--- src/rtl/dot_product_pkg.sv ---
// Shared types for the dot product front end.
//   N_LANES / ELEM_W : default vector geometry used by the slot type
//   LANE_W           : width of the lane index
//   CW               : width of the lane count (1..N)
//   vec_slot_t       : one buffered vector pair plus its lane count
//   occ_e            : buffer occupancy state
package dot_product_pkg;
  localparam int N_LANES = 4;
  localparam int ELEM_W  = 8;
  localparam int LANE_W  = $clog2(N_LANES);
  localparam int CW      = $clog2(N_LANES + 1);

  typedef struct packed {
    logic [ELEM_W*N_LANES-1:0] v1;
    logic [ELEM_W*N_LANES-1:0] v2;
    logic [CW-1:0]             cnt;
  } vec_slot_t;

  typedef enum logic [1:0] {
    EMPTY = 2'd0,
    ONE   = 2'd1,
    TWO   = 2'd2
  } occ_e;
endpackage

--- src/rtl/dot_product_feeder.sv ---
// Serial-to-packed front end for the dot product datapath. Operand pairs
// arrive one per handshake and are packed into two N-lane vectors held in a
// two-slot FIFO, so one finished vector can wait downstream while the next is
// being assembled.
// Ports:
//   clk, rst_n        : clock, asynchronous active-low reset
//   s_valid/s_ready   : input pair handshake
//   s_a, s_b          : elements for vector 1 / vector 2
//   s_last            : pair closes the current vector early
//   m_valid/m_ready   : output vector handshake
//   m_vec1, m_vec2    : packed vectors, lane i at [(i+1)*DW-1 : i*DW]
//   m_count           : number of real lanes, 1..N
module dot_product_feeder
  import dot_product_pkg::*;
#(
  parameter int N  = N_LANES,
  parameter int DW = ELEM_W
) (
  input  logic              clk,
  input  logic              rst_n,
  input  logic              s_valid,
  output logic              s_ready,
  input  logic [DW-1:0]     s_a,
  input  logic [DW-1:0]     s_b,
  input  logic              s_last,
  output logic              m_valid,
  input  logic              m_ready,
  output logic [DW*N-1:0]   m_vec1,
  output logic [DW*N-1:0]   m_vec2,
  output logic [CW-1:0]     m_count
);

  occ_e              occ, occ_nxt;
  logic              wr_ptr, rd_ptr;
  logic [LANE_W-1:0] idx;
  vec_slot_t         slot [2];

  logic              accept, complete, pop;
  logic [DW*N-1:0]   lane_v1, lane_v2;

  assign s_ready  = (occ != TWO);
  assign m_valid  = (occ != EMPTY);
  assign accept   = s_valid & s_ready;
  assign complete = accept & (s_last | (idx == LANE_W'(N - 1)));
  assign pop      = m_valid & m_ready;

  // Next contents of the slot being filled: the addressed lane takes the new
  // pair; on completion every higher lane is cleared so an early-closed
  // vector never carries lanes from an older vector in the same slot.
  for (genvar g = 0; g < N; g++) begin : g_lane
    localparam logic [LANE_W-1:0] LANE = LANE_W'(g);
    logic sel, clr;
    assign sel = (idx == LANE);
    assign clr = complete & (LANE > idx);
    assign lane_v1[g*DW +: DW] = sel ? s_a : (clr ? '0 : slot[wr_ptr].v1[g*DW +: DW]);
    assign lane_v2[g*DW +: DW] = sel ? s_b : (clr ? '0 : slot[wr_ptr].v2[g*DW +: DW]);
  end

  always_ff @(posedge clk or negedge rst_n) begin
    if (!rst_n) begin
      occ     <= EMPTY;
      wr_ptr  <= 1'b0;
      rd_ptr  <= 1'b0;
      idx     <= '0;
      slot[0] <= '0;
      slot[1] <= '0;
    end else begin
      occ <= occ_nxt;
      if (accept) begin
        slot[wr_ptr].v1 <= lane_v1;
        slot[wr_ptr].v2 <= lane_v2;
      end
      if (complete) begin
        slot[wr_ptr].cnt <= CW'(idx) + CW'(1);
        idx              <= '0;
        wr_ptr           <= ~wr_ptr;
      end else if (accept) begin
        idx <= idx + LANE_W'(1);
      end
      if (pop) rd_ptr <= ~rd_ptr;
    end
  end

  // Occupancy: complete adds one, pop removes one, both together cancel.
  always_comb begin
    occ_nxt = occ;
    unique case (occ)
      EMPTY:   if (complete)         occ_nxt = ONE;
      ONE:     if (complete && !pop) occ_nxt = TWO;
               else if (pop && !complete) occ_nxt = EMPTY;
      TWO:     if (pop)              occ_nxt = ONE;
      default: occ_nxt = EMPTY;
    endcase
  end

  assign m_vec1  = m_valid ? slot[rd_ptr].v1  : '0;
  assign m_vec2  = m_valid ? slot[rd_ptr].v2  : '0;
  assign m_count = m_valid ? slot[rd_ptr].cnt : '0;

endmodule

--- config.mk ---
export PLATFORM = sky130hd
export DESIGN_NAME = dot_product_feeder
export DESIGN_NICKNAME = d
export VERILOG_FILES = /design/src/rtl/dot_product_pkg.sv /design/src/rtl/dot_product_feeder.sv
export SDC_FILE = /design/constraint.sdc
export NUM_CORES = 1
export LEC_CHECK = 0
export ABC_AREA = 1
export CORE_ASPECT_RATIO = 1.2
export CORE_MARGIN = 2
export CORE_UTILIZATION = 45
export CTS_CLUSTER_DIAMETER = 120
export DETAILED_ROUTE_END_ITERATION = 10
export PLACE_DENSITY_LB_ADDON = 0.05
export SYNTH_ARGS = -nofsm -noshare
export SYNTH_HDL_FRONTEND = slang
export SYNTH_SLANG_ARGS = --single-unit
--- constraint.sdc ---
create_clock -name clk -period 1.95 [get_ports clk]
set_input_delay 0.195 -clock clk [delete_from_list [all_inputs] [get_ports clk]]
set_output_delay 0.195 -clock clk [all_outputs]
set_load 0.05 [all_outputs]
**Word-level counts from Yosys, hierarchy flattened**

Cells that the tools add are included.

- Register bits after elaboration: 140
- Bits in latches: 0
- RAM bits: 0
- Bits in read-only memories: 0
- Input port bits: 21
- Output and inout port bits: 69
- Logic and storage cells: 93
- Memories: 0

- Add/sub/neg operators: 2
- $mul: 0
- Divide/modulo/power cells: 0
- $lt $le $gt $ge: 7
- Equality and inequality tests: 9
- Shift-type cells: 0
- Muxes and demuxes: 43
- Bitwise operators: 12
- Reduce and logical (&&, ||, !) cells: 10

Operators with widths:

| kind | count |
|---|---|
| $mux W67 | 7 |
| $bwmux W134 | 3 |
| $mux W134 | 2 |
| $demux W67 S1 | 3 |
| $mux W8 | 16 |
| $mux W32 | 2 |
| $mux W35 | 1 |
| $mux W2 | 6 |
| $and A1 B1 Y1 | 7 |
| $eq A2 B2 Y1 const B | 3 |
| $mux W3 | 2 |
| $ne A2 B2 Y1 const B | 3 |
| $pmux W2 S3 | 1 |
| $eq A2 B1 Y1 const B | 2 |
| $ge A2 B2 Y1 const B | 2 |
| $gt A1 B2 Y1 const A | 2 |
| $gt A2 B2 Y1 const A | 2 |
| $logic_not A2 Y1 | 2 |
| $not A1 Y2 | 2 |
| $reduce_bool A2 Y1 | 2 |
| $add A2 B1 Y3 const B | 1 |
| $logic_and A1 B1 Y1 | 3 |
| $ne A3 B3 Y1 const B | 1 |
| $reduce_and A3 Y1 | 1 |
| 5 further kinds | 7 |

**Longest topological paths before layout**

Gate-level depths: netlist of the first run.

- Word-level depth: 11
- Mapped depth: 10

**Least setup slack after synthesis of the first run**

Ideal clock, no wire load.

- Path type: reg-to-output
- Start: register occ[1]
- End: output m_vec1[0]
- Arrival: 1.894 ns
- Slack: -0.139 ns
- Stages on the path, launching flop included: 6
- Buffers on the path: 1
- Cells stage by stage: dfrtp_1 > inv_1 > nand2_1 > buf_2 > o21ai_0 > a21oi_1

- Word-level cells in the longest chain between the ends: 2

Ends and longest elaborated chain:

| item | line | source |
|---|---|---|
| start, declared | dot_product_feeder.sv:33 | `occ_e occ, occ_nxt;` |
| start signal, assigned | dot_product_feeder.sv:68 | `occ <= occ_nxt;` |
| $reduce_bool A2 Y1 | dot_product_feeder.sv:42 | `assign m_valid = (occ != EMPTY);` |
| named net m_valid | dot_product_feeder.sv:26 | `output logic m_valid,` |
| $mux W32 | dot_product_feeder.sv:96 | `assign m_vec1 = m_valid ? slot[rd_ptr].v1 : '0;` |
| end, declared | dot_product_feeder.sv:28 | `output logic [DW*N-1:0] m_vec1,` |

The timed path passes the listed nets, and every way through them passes these cells.

**Final worst setup path of the first run**

- Start: register occ[0]
- End: output m_vec1[21]

- Word-level cells in the longest chain between the ends: 2

Ends and longest elaborated chain:

| item | line |
|---|---|
| $reduce_bool A2 Y1 | dot_product_feeder.sv:42 |
| $mux W32 | dot_product_feeder.sv:96 |

Every way passes these cells.

==> results of run 1 <==
## cells by family (layout without fill, tap and decap cells)
family / Yosys count / count (layout) / share of synthesized area, %
AOI/OAI and AO/OA: 205 / 205 / 12.9
xor gates and xnor gates: 1 / 1 / 0.110
adders and majority gates: 6 / 6 / 0.941
buffers and inverters: 140 / 228 / 7.72
DFF: 140 / 140 / 43.9
and+or+nand+nor: 709 / 709 / 34.5
## cells in the final DEF, fill, tap and decap left out, types with 2 or more instances in the layout
cell / Yosys / final
buf_12: 0 / 76
inv_1: 56 / 54
nand3_1: 21 / 21
buf_6: 1 / 2
clkbuf_1: 32 / 3
clkdlybuf4s50_1: 0 / 19
ha_1: 6 / 6
dfrtp_2: 0 / 2
clkbuf_8: 0 / 6
a21oi_4: 0 / 4
a21oi_1: 133 / 70
buf_4: 11 / 31
nand2_1: 661 / 660
nor2_1: 17 / 17
clkbuf_16: 0 / 19
nor2_4: 3 / 4
o21ai_1: 10 / 13
inv_2: 5 / 6
clkinvlp_4: 0 / 2
clkinv_2: 0 / 4
o21ai_0: 62 / 59
a21oi_2: 0 / 59
nand2_4: 2 / 2
buf_16: 0 / 2
dfrtp_1: 140 / 138
## state kept, by name, indices dropped and copies added (netlist names)
| name | count |
|---|---|
| idx | 2 |
| occ | 2 |
| wr_ptr | 1 |
| rd_ptr | 1 |
| slot | 134 |
## power by group through the flow
stage / Sequential, mW / Combinational [mW] / Clock (mW)
final: 5.02 / 13.0 / 3.21
after global routing: 5.16 / 13.9 / 3.35
after CTS: 4.99 / 12.6 / 3.22
after detailed placement: 5.01 / 12.0 / 0
after global placement: 4.99 / 11.9 / 0
after floorplan: 4.75 / 7.31 / 0
## stage by stage
| step | utilization [%] | cell area (µm²) | setup slack (ns) | hold slack [ns] | instances |
|---|---|---|---|---|---|
| global placement | 56.6 | 9870 | 0.0777 | 0.172 | 1470 |
| CTS | 61.1 | 10700 | -0.00122 | 0.300 | 1505 |
| global route | 62.2 | 10900 | -0.0323 | 0.321 | 1509 |
| floorplan | - | 8010 | 0.0109 | -0.101 | 1201 |
| detailed placement | 56.6 | 9870 | 0.0462 | 0.175 | 1470 |
| finish | 62.2 | 10900 | 0.0238 | 0.280 | 1509 |
## repair_timing
item / 4_1_cts / 5_1_grt
cloned: 1 / 2
gates resized for setup: 46 / 32
hold endpoints to repair: 44 / 0
hold buffers: 1 / 0
setup buffers: 1 / 2
endpoints found under the setup margin: 67 / 121
pin swaps: 1 / 1
## cell type report
type                       count  area, µm²  share of cell area, %
multi-input combinational    921       4160                   38.3
sequential                   140       3510                   32.3
timing repair buffer         134       2100                   19.3
clock buffer                  26        519                   4.78
tap                          220        275                   2.54
inverter                      62        241                   2.23
clock inverter                 6       57.6                  0.530
## routing by layer
metal	track usage, %	vias to the layer above	wire length [µm]
met1	36.0	3865	11100
met4	10.1	0	620
met2	47.9	282	12800
li1	-	3882	-
met5	0	-	0
met3	4.15	37	1640
## synthesized netlist by cell type, drive strengths merged
| master | count | area share, % |
|---|---|---|
| nand4 | 3 | 0.39 |
| xor2 | 1 | 0.11 |
| clkbuf | 32 | 1.5 |
| dfrtp | 140 | 44 |
| buf | 46 | 3.3 |
| clkinv | 1 | 0.047 |
| ha | 6 | 0.94 |
| nor2 | 21 | 1.3 |
| inv | 61 | 2.9 |
| nand3 | 21 | 1.3 |
| a21oi | 133 | 8.3 |
| nand2 | 664 | 31 |
| o21ai | 72 | 4.5 |
## worst max path at each step
| stage | endpoint | slack [ns] |
|---|---|---|
| after floorplan | m_vec1[1] | 0.01 |
| after global placement | slot[47] | 0.08 |
| after detailed placement | slot[50] | 0.05 |
| after CTS | m_vec1[9] | -0.001 |
| after global routing | m_vec1[0] | -0.03 |
| final | m_vec1[21] | 0.02 |
==> impl_metrics.env, run 1 <==
export IMPL_status="finished, final reports clean"
export IMPL_drt_iter0_markers=768
export IMPL_drive_gt1_share_pct=17.5
export IMPL_areaGrowthSynthToFinish_pct=36.0
export IMPL_ys_seq_area_share_pct=43.9
export IMPL_end_kind="primary output"
export IMPL_p_sw_share_pct=47.5
export IMPL_finalMaxSlewViolations=0
export IMPL_hp_class="input pin to async pin"
export IMPL_dp_hpwl_um=15600
export IMPL_cp_depth=6
export IMPL_dr_pass1_iters=7
export IMPL_grt_pass1_vias=7816
export IMPL_fin_crit_ns=1.93
export IMPL_path_delay_family="buffers and inverters"
export IMPL_fin_nets=1303
export IMPL_start_util_pct=45.7
export IMPL_hold_viol=0
export IMPL_maxCapViolations=0
export IMPL_critPathLaunch="occ[0]"
export IMPL_fillers=1580
export IMPL_avgSynthCellArea_um2=6.64
export IMPL_finalWirelength_um=26200
export IMPL_grt_max_degree=52
export IMPL_h_tree_depth=4
export IMPL_arrival_ns=1.73
export IMPL_crit_fanout=23
export IMPL_cts_tree="built"
export IMPL_wire_per_inst_um=17.3
export IMPL_finClkSkew_ns=0.00790
export IMPL_ys_ff_latch=140
export IMPL_cpPeakStageDelay_ns=0.38
export IMPL_fmax_mhz=519
export IMPL_leakage_nw=5.24
export IMPL_ir_worst_vdd_mv=1.32
export IMPL_p_switching_mw=10.1
export IMPL_r2r_start="idx[0]"
export IMPL_synth_cells=1201
export IMPL_die_w_um=126
export IMPL_cts_buffer_depth=2
export IMPL_rsz0062_at_grt="yes"
export IMPL_r2r_slack_ns=0.18
export IMPL_clkPwrFrac_pct=15.1
export IMPL_place_gp_congestion=0.795
export IMPL_powerDensity_nw_per_um2=1950
export IMPL_remaining_drc_errors=0
export IMPL_cp_required_ns=1.75
export IMPL_grt_use_total_pct=27.9
export IMPL_fp_row_count=53
export IMPL_grt_pass1_wl_um=41300
export IMPL_slew_headroom_pct=65.6
export IMPL_synth_warning_count=0
export IMPL_clock_sinks=140
export IMPL_worst_slew_pin_slew_ns=0.515
export IMPL_cts_root_buf="clkbuf_16"
export IMPL_cp_start_kind="flip-flop"
export IMPL_period_share_pct=98.8
export IMPL_setup_viol=0
export IMPL_overflow=0
export IMPL_crit_buf_inv=4
export IMPL_r2r_end="slot[50]"
export IMPL_path_clk_slew_ns=0.06
export IMPL_seqPwrFrac_pct=23.7
export IMPL_power_total_mw=21.2
export IMPL_cts_inserted_buffers=17
export IMPL_die_area_um2=18800
export IMPL_insertion_delay_ns=0.42
export IMPL_intPower_mw=11.1
export IMPL_synth_area_um2=7980
export IMPL_combinationalPowerShare_pct=61.2
export IMPL_syn_nets=1228
export IMPL_fin_setup_tns_ns=0
export IMPL_ant_nets=0
export IMPL_vias=8066
export IMPL_antenna_found_initial=0
export IMPL_slowest_stage="dfrtp_1"
export IMPL_io_buffers=89
export IMPL_io_pins=90
export IMPL_die_h_um=150
export IMPL_design_core_area_um2=17400
export IMPL_worstPathCellList="inv_2 > nand2_8 > inv_2 > buf_12 > a21oi_2 > buf_12"
export IMPL_ff2ff_path_depth=8
export IMPL_diodes=0
export IMPL_crit_type="flip-flop to primary output"
export IMPL_avgViaCountPerCell=5.35
export IMPL_yosys_cell_types_count=23
No activity file was read; power rests on OpenSTA's default activity.
==> inputs of run 2 (changes only) <==
--- a/config.mk
+++ b/config.mk
@@ -8,10 +8,12 @@
 export ABC_AREA = 1
 export CORE_ASPECT_RATIO = 1.2
 export CORE_MARGIN = 2
-export CORE_UTILIZATION = 45
+export CORE_UTILIZATION = 56
 export CTS_CLUSTER_DIAMETER = 120
 export DETAILED_ROUTE_END_ITERATION = 10
+export HOLD_SLACK_MARGIN = 0.06
 export PLACE_DENSITY_LB_ADDON = 0.05
+export RECOVER_POWER = 50
 export SYNTH_ARGS = -nofsm -noshare
 export SYNTH_HDL_FRONTEND = slang
 export SYNTH_SLANG_ARGS = --single-unit
==> run 2 against run 1 <==
Sequential share of layout area rose by 0.87 points. The run now ends with DRC left. Clock skew down 0.0014 ns. Setup slack better by 0.025 ns. Sequential cell count is the same. Critical path type unchanged. Global-route usage is 4.9 points higher. Non-clock buffer count is 8 lower.
==> impl_metrics.env, run 2 (synthesis gave the netlist of run 1 again) <==
export IMPL_worstPathCellList="inv_2 > nand2_4 > buf_12 > o21ai_1 > a21oi_2 > buf_12"
export IMPL_insertion_delay_ns=0.43
export IMPL_layout_common_cells="nand2_1, dfrtp_1, buf_12"
export IMPL_cts_inserted_buffers=17
export IMPL_multiInputGateArea_um2=4110
export IMPL_cts_buffer_depth=2
export IMPL_hp_class="flip-flop to flip-flop"
export IMPL_grt_use_total_pct=32.8
export IMPL_cp_required_ns=1.75
export IMPL_die_h_um=135
export IMPL_hold_ws_ns=0.479
export IMPL_cts_root_buf="clkbuf_16"
export IMPL_largest_reg_flops=134
export IMPL_io_pins=90
export IMPL_areaGrowthSynthToFinish_pct=32.4
export IMPL_setup_viol=0
export IMPL_hold_viol=0
export IMPL_wire_per_inst_um=16.7
export IMPL_diodes=0
export IMPL_end_kind="primary output"
export IMPL_worst_slew_pin_slew_ns=1.08
export IMPL_dr_pass1_iters=8
export IMPL_crit_fanout=22
export IMPL_fin_setup_tns_ns=0
export IMPL_maxCapViolations=0
export IMPL_finalMaxSlewViolations=0
export IMPL_place_gp_congestion=0.816
export IMPL_fillers=1068
export IMPL_path_delay_family="buffers and inverters"
export IMPL_avgViaCountPerCell=5.62
export IMPL_die_w_um=113
export IMPL_clock_sinks=140
export IMPL_drt_iter0_markers=847
export IMPL_slew_headroom_pct=27.8
export IMPL_finalWirelength_um=24200
export IMPL_period_share_pct=97.5
export IMPL_rsz0062_at_grt="yes"
export IMPL_remaining_drc_errors=8
export IMPL_powerDensity_nw_per_um2=1950
export IMPL_cpPeakStageDelay_ns=0.39
export IMPL_crit_type="flip-flop to primary output"
export IMPL_antenna_found_initial=0
export IMPL_path_common_cell="buf_12"
export IMPL_grt_pass1_wl_um=39400
export IMPL_ff2ff_path_depth=7
export IMPL_grt_max_degree=65
export IMPL_path_clk_slew_ns=0.06
export IMPL_cts_tree="built"
export IMPL_overflow=0
export IMPL_start_util_pct=57.5
export IMPL_min_path_cells=2
export IMPL_top_register="slot"
export IMPL_h_tree_depth=4
export IMPL_status="finished with violations"
export IMPL_top_regs="slot x134, idx x2, occ x2"
export IMPL_vias=8155
export IMPL_ant_nets=0
export IMPL_die_area_um2=15200
export IMPL_ir_worst_vdd_mv=1.47
export IMPL_slowest_stage="dfrtp_1"
export IMPL_cp_start_kind="flip-flop"
export IMPL_finClkSkew_ns=0.00645
export IMPL_crit_buf_inv=3
export IMPL_design_core_area_um2=13900
export IMPL_fin_nets=1295
export IMPL_leakage_nw=5.15
export IMPL_io_buffers=89
export IMPL_drive_gt1_share_pct=16.7
export IMPL_dp_hpwl_um=14300
export IMPL_fmax_mhz=526
export IMPL_violations="DRC"
export IMPL_grt_pass1_vias=7916
export IMPL_arrival_ns=1.71
export IMPL_final_common_cell="nand2_1"
export IMPL_register_area_um2=3510
export IMPL_fin_crit_ns=1.90
export IMPL_cp_depth=6
export IMPL_fp_row_count=47
run 2: cell count changes in the layout (fill, tap and decap cells not counted), moves of 2 or more:
cell,delta
a21oi_2,+6
clkbuf_8,-5
a21oi_4,-4
buf_16,-2
buf_4,-11
clkbuf_16,-2
o21ai_0,-5
buf_6,+2
clkinv_2,+2
clkbuf_2,+3
a21oi_1,-2
o21ai_1,+5
run 2: path summary, 6_finish.rpt:
kind	from	end	slack, ns
worst max-delay path	occ[0]	m_vec2[2]	0.05
worst min-delay path	slot[27]	slot[27]	0.48
max in group asynchronous	rst_n	slot[75]	0.31
worst min register to register	slot[27]	slot[27]	0.48
worst max register to register	idx[0]	slot[96]	0.19
min in group asynchronous	rst_n	slot[21]	0.50
run 2: tightest hold or removal path: cells and delay by family, from the launching register on:
| family | cells | cell delay, ns |
|---|---|---|
| simple gates | 2 | 0.11 |
| flops | 1 | 0.34 |
run 2: final cells by class:
class	instances	area share, %
Multi-Input combinational cell	921	38.9
Sequential cell	140	33.2
Timing Repair Buffer	126	18.5
Clock buffer	21	4.26
Inverter	62	2.20
Tap cell	171	2.02
Clock inverter	9	0.924
run 2: what timing repair did:
| action | in CTS | in global routing |
|---|---|---|
| endpoints found under the setup margin | 67 | 56 |
| buffers inserted | 1 | 0 |
| hold buffers | 1 | 0 |
| hold endpoints to repair | 55 | 0 |
| gates resized for setup | 44 | 29 |
| gates cloned | 0 | 0 |
run 2: metal layers:
| layer | up-vias | track usage [%] | routed length (µm) |
|---|---|---|---|
| met5 | - | 0 | 0 |
| met4 | 0 | 17.2 | 969 |
| met3 | 58 | 5.97 | 2150 |
| met2 | 401 | 51.8 | 11200 |
| met1 | 3825 | 43.6 | 9850 |
| li1 | 3871 | - | - |
run 2: report_power, final:
| group | total (mW) | switching [mW] | internal, mW | leakage (nW) |
|---|---|---|---|---|
| sequential | 4.96 | 0.849 | 4.11 | 1.81 |
| clock | 3.10 | 1.22 | 1.88 | 0.272 |
| combinational | 12.5 | 7.75 | 4.79 | 3.07 |
run 2: per-stage QoR:
step	utilization, %	total power, mW	worst slack [ns]	std cells	cell area (µm²)
2_1_floorplan	-	12.1	0.0109	1201	8010
3_3_place_gp	70.6	16.7	0.222	1418	9800
3_5_place_dp	70.6	16.9	0.161	1418	9800
4_1_cts	75.8	20.4	0.00180	1450	10500
5_1_grt	76.1	21.8	-0.00399	1450	10600
6_report	76.1	20.6	0.0491	1450	10600
==> inputs of run 3 (changes only) <==
--- a/config.mk
+++ b/config.mk
@@ -5,14 +5,14 @@
 export SDC_FILE = /design/constraint.sdc
 export NUM_CORES = 1
 export LEC_CHECK = 0
-export ABC_AREA = 1
+export ABC_AREA = 0
 export CORE_ASPECT_RATIO = 1.2
 export CORE_MARGIN = 2
 export CORE_UTILIZATION = 56
 export CTS_CLUSTER_DIAMETER = 120
 export DETAILED_ROUTE_END_ITERATION = 10
 export HOLD_SLACK_MARGIN = 0.06
-export PLACE_DENSITY_LB_ADDON = 0.05
+export PLACE_DENSITY = 0.9
 export RECOVER_POWER = 50
 export SYNTH_ARGS = -nofsm -noshare
 export SYNTH_HDL_FRONTEND = slang
==> run 3 against run 2 <==
The run ends with setup timing left. Die area decreased by 7.2%. Clock power increased by 3%. Synthesized cell count decreased by 43%. Wire length decreased by 7.8%. Register-to-register slack got worse by 0.16 ns. Clock skew about the same. Sequential power increased by 6.9%. Largest power group unchanged.
==> impl_metrics.env, run 3 <==
export IMPL_status="finished with violations"
export IMPL_violations="setup timing"
export IMPL_wire_per_inst_um=24.0
export IMPL_crit_type="flip-flop to primary output"
export IMPL_cp_required_ns=1.75
export IMPL_synth_compound_area_share_pct=19.5
export IMPL_dr_pass1_iters=7
export IMPL_areaGrowthSynthToFinish_pct=28.7
export IMPL_powerDensity_nw_per_um2=2100
export IMPL_hp_class="input pin to flip-flop"
export IMPL_synth_top_cell_area_share_pct=47.5
export IMPL_fp_row_count=45
export IMPL_finalMaxSlewViolations=0
export IMPL_rsz0062_at_grt="yes"
export IMPL_cp_start_kind="flip-flop"
export IMPL_fin_ws_ns=-0.0448
export IMPL_clock_sinks=140
export IMPL_grt_use_total_pct=32.8
export IMPL_path_clk_slew_ns=0.06
export IMPL_antenna_found_initial=0
export IMPL_synth_xor_area_share_pct=0.119
export IMPL_synth_warning_count=0
export IMPL_top_regs="slot x134, idx x2, occ x2"
export IMPL_setup_viol=1
export IMPL_layout_common_cells="dfrtp_1, a31oi_1, mux2i_1"
export IMPL_diodes=0
export IMPL_synth_cells=687
export IMPL_yosys_cell_types_count=34
export IMPL_finClkSkew_ns=0.00644
export IMPL_synth_top_family_by_area="compound AO/OA/AOI/OAI gates"
export IMPL_period_share_pct=102
export IMPL_ir_worst_vdd_mv=1.17
export IMPL_finalWirelength_um=22300
export IMPL_synth_largest_area_cell="dfrtp_1"
export IMPL_drive_gt1_share_pct=26.0
export IMPL_end_kind="primary output"
export IMPL_insertion_delay_ns=0.42
export IMPL_ys_seq_area_share_pct=47.5
export IMPL_grt_pass1_vias=6583
export IMPL_h_tree_depth=4
export IMPL_yosys_area_share_simple_pct=7.59
export IMPL_drt_iter0_markers=853
export IMPL_ant_nets=0
export IMPL_design_core_area_um2=12800
export IMPL_dp_hpwl_um=13100
export IMPL_slew_headroom_pct=22.6
export IMPL_arrival_ns=1.80
export IMPL_avgSynthCellArea_um2=10.7
export IMPL_cts_root_buf="clkbuf_16"
export IMPL_top_register="slot"
export IMPL_synth_edf_count=0
export IMPL_cts_tree="built"
export IMPL_vias=6594
export IMPL_hold_ws_ns=0.235
export IMPL_io_buffers=89
export IMPL_remaining_drc_errors=0
export IMPL_die_area_um2=14100
export IMPL_io_pins=90
export IMPL_largest_reg_flops=134
export IMPL_die_h_um=130
export IMPL_die_w_um=109
export IMPL_synthTopCellsByCount="dfrtp_1, a31oi_1, mux2i_1"
export IMPL_ys_flop_type="dfrtp_1"
export IMPL_leakage_nw=4.07
export IMPL_maxCapViolations=0
export IMPL_crit_fanout=22
export IMPL_grt_max_degree=60
export IMPL_fmax_mhz=501
export IMPL_synth_fa_ha_area_share_pct=1.02
export IMPL_yosysMostFrequentCell="dfrtp_1"
export IMPL_syn_nets=714
export IMPL_fin_crit_ns=1.99
export IMPL_grt_pass1_wl_um=35500
export IMPL_overflow=0
export IMPL_start_util_pct=57.8
export IMPL_fin_nets=779
export IMPL_cts_inserted_buffers=17
export IMPL_worst_slew_pin_slew_ns=1.16
export IMPL_ys_ff_latch=140
export IMPL_synth_area_leaders="dfrtp_1, mux2i_1, a31oi_1"
export IMPL_ys_async_sr_fraction_pct=100
export IMPL_avgViaCountPerCell=7.10
export IMPL_hold_viol=0
export IMPL_final_common_cell="dfrtp_1"
export IMPL_cts_buffer_depth=2
export IMPL_synthMuxAreaShare_pct=19.3
export IMPL_power_total_mw=19.9
export IMPL_synth_area_um2=7380
export IMPL_place_gp_congestion=0.852
## run 3: cell types whose count changed after synthesis, moves of 52 or more
cell / change
mux2i_1: +83
nand2_1: -623
nor2_1: +54
inv_1: -52
a31oi_1: +128
a21oi_1: -133
o21ai_0: -60
## run 3: layout make-up
cell class | count | area, µm²
inverter | 7 | 32.5
tap | 164 | 205
timing repair buffer | 119 | 1610
clock buffer | 18 | 439
sequential | 140 | 3510
multi-input combinational | 467 | 3560
fill | 777 | 3280
clock inverter | 14 | 148
## run 3: layer usage
| layer | GRT usage [%] | wire [µm] | up-vias |
|---|---|---|---|
| li1 | - | - | 2749 |
| met1 | 42.2 | 7980 | 3235 |
| met2 | 52.7 | 11000 | 524 |
| met3 | 7.19 | 2300 | 86 |
| met4 | 16.1 | 976 | 0 |
| met5 | 0 | 0 | - |
## run 3: worst max-delay path: stages, from the launching register on
cell	delay, ns
dfrtp_4	0.56
buf_12	0.24
mux2i_1	0.33
nor2_2	0.09
buf_12	0.16
## run 3: logic make-up after synthesis
kind of cell | count (synthesis)
adders and majority gates | 6
AOI/OAI and AO/OA | 201
xor gates and xnor gates | 1
DFF | 140
and+or+nand+nor | 123
muxes | 136
buffers and inverters | 80
## run 3: path summary, 6_finish.rpt
| kind | startpoint | end | slack (ns) | depth (start not counted) |
|---|---|---|---|---|
| min in group asynchronous | rst_n | slot[115] | 0.55 | 2 |
| min reg2reg | slot[104] | slot[104] | 0.50 | 1 |
| max reg2reg | idx[0] | slot[52] | 0.03 | 5 |
| min | s_valid | occ[0] | 0.23 | 3 |
| max in group asynchronous | rst_n | slot[47] | 0.23 | 3 |
| max | rd_ptr | m_vec2[14] | -0.04 | 4 |
## run 3: report_power, final
part           internal, mW  total (mW)  switching [mW]  leakage [nW]
Clock                  1.91        3.19            1.27         0.274
Sequential             4.21        5.30            1.09          1.68
Combinational          4.97        11.4            6.48          2.12
## run 3: what timing repair did
item	CTS	global route
hold endpoints to repair	39	0
gates resized for setup	5	24
hold buffers	1	0
setup buffers	1	0
gates cloned	1	1
setup endpoints to repair	57	53
## run 3: through the flow
| stage | setup TNS, ns | area (µm²) | utilization [%] | setup WS [ns] | instances |
|---|---|---|---|---|---|
| 3_3_place_gp | 0 | 8790 | 68.8 | 0.116 | 893 |
| 2_1_floorplan | 0 | 7380 | - | 0.0182 | 687 |
| 6_report | -0.0448 | 9500 | 74.3 | -0.0448 | 929 |
| 4_1_cts | 0 | 9450 | 73.9 | 0.00243 | 928 |
| 3_5_place_dp | -0.0787 | 8790 | 68.8 | -0.0282 | 893 |
| 5_1_grt | -1.05 | 9500 | 74.3 | -0.0680 | 929 |
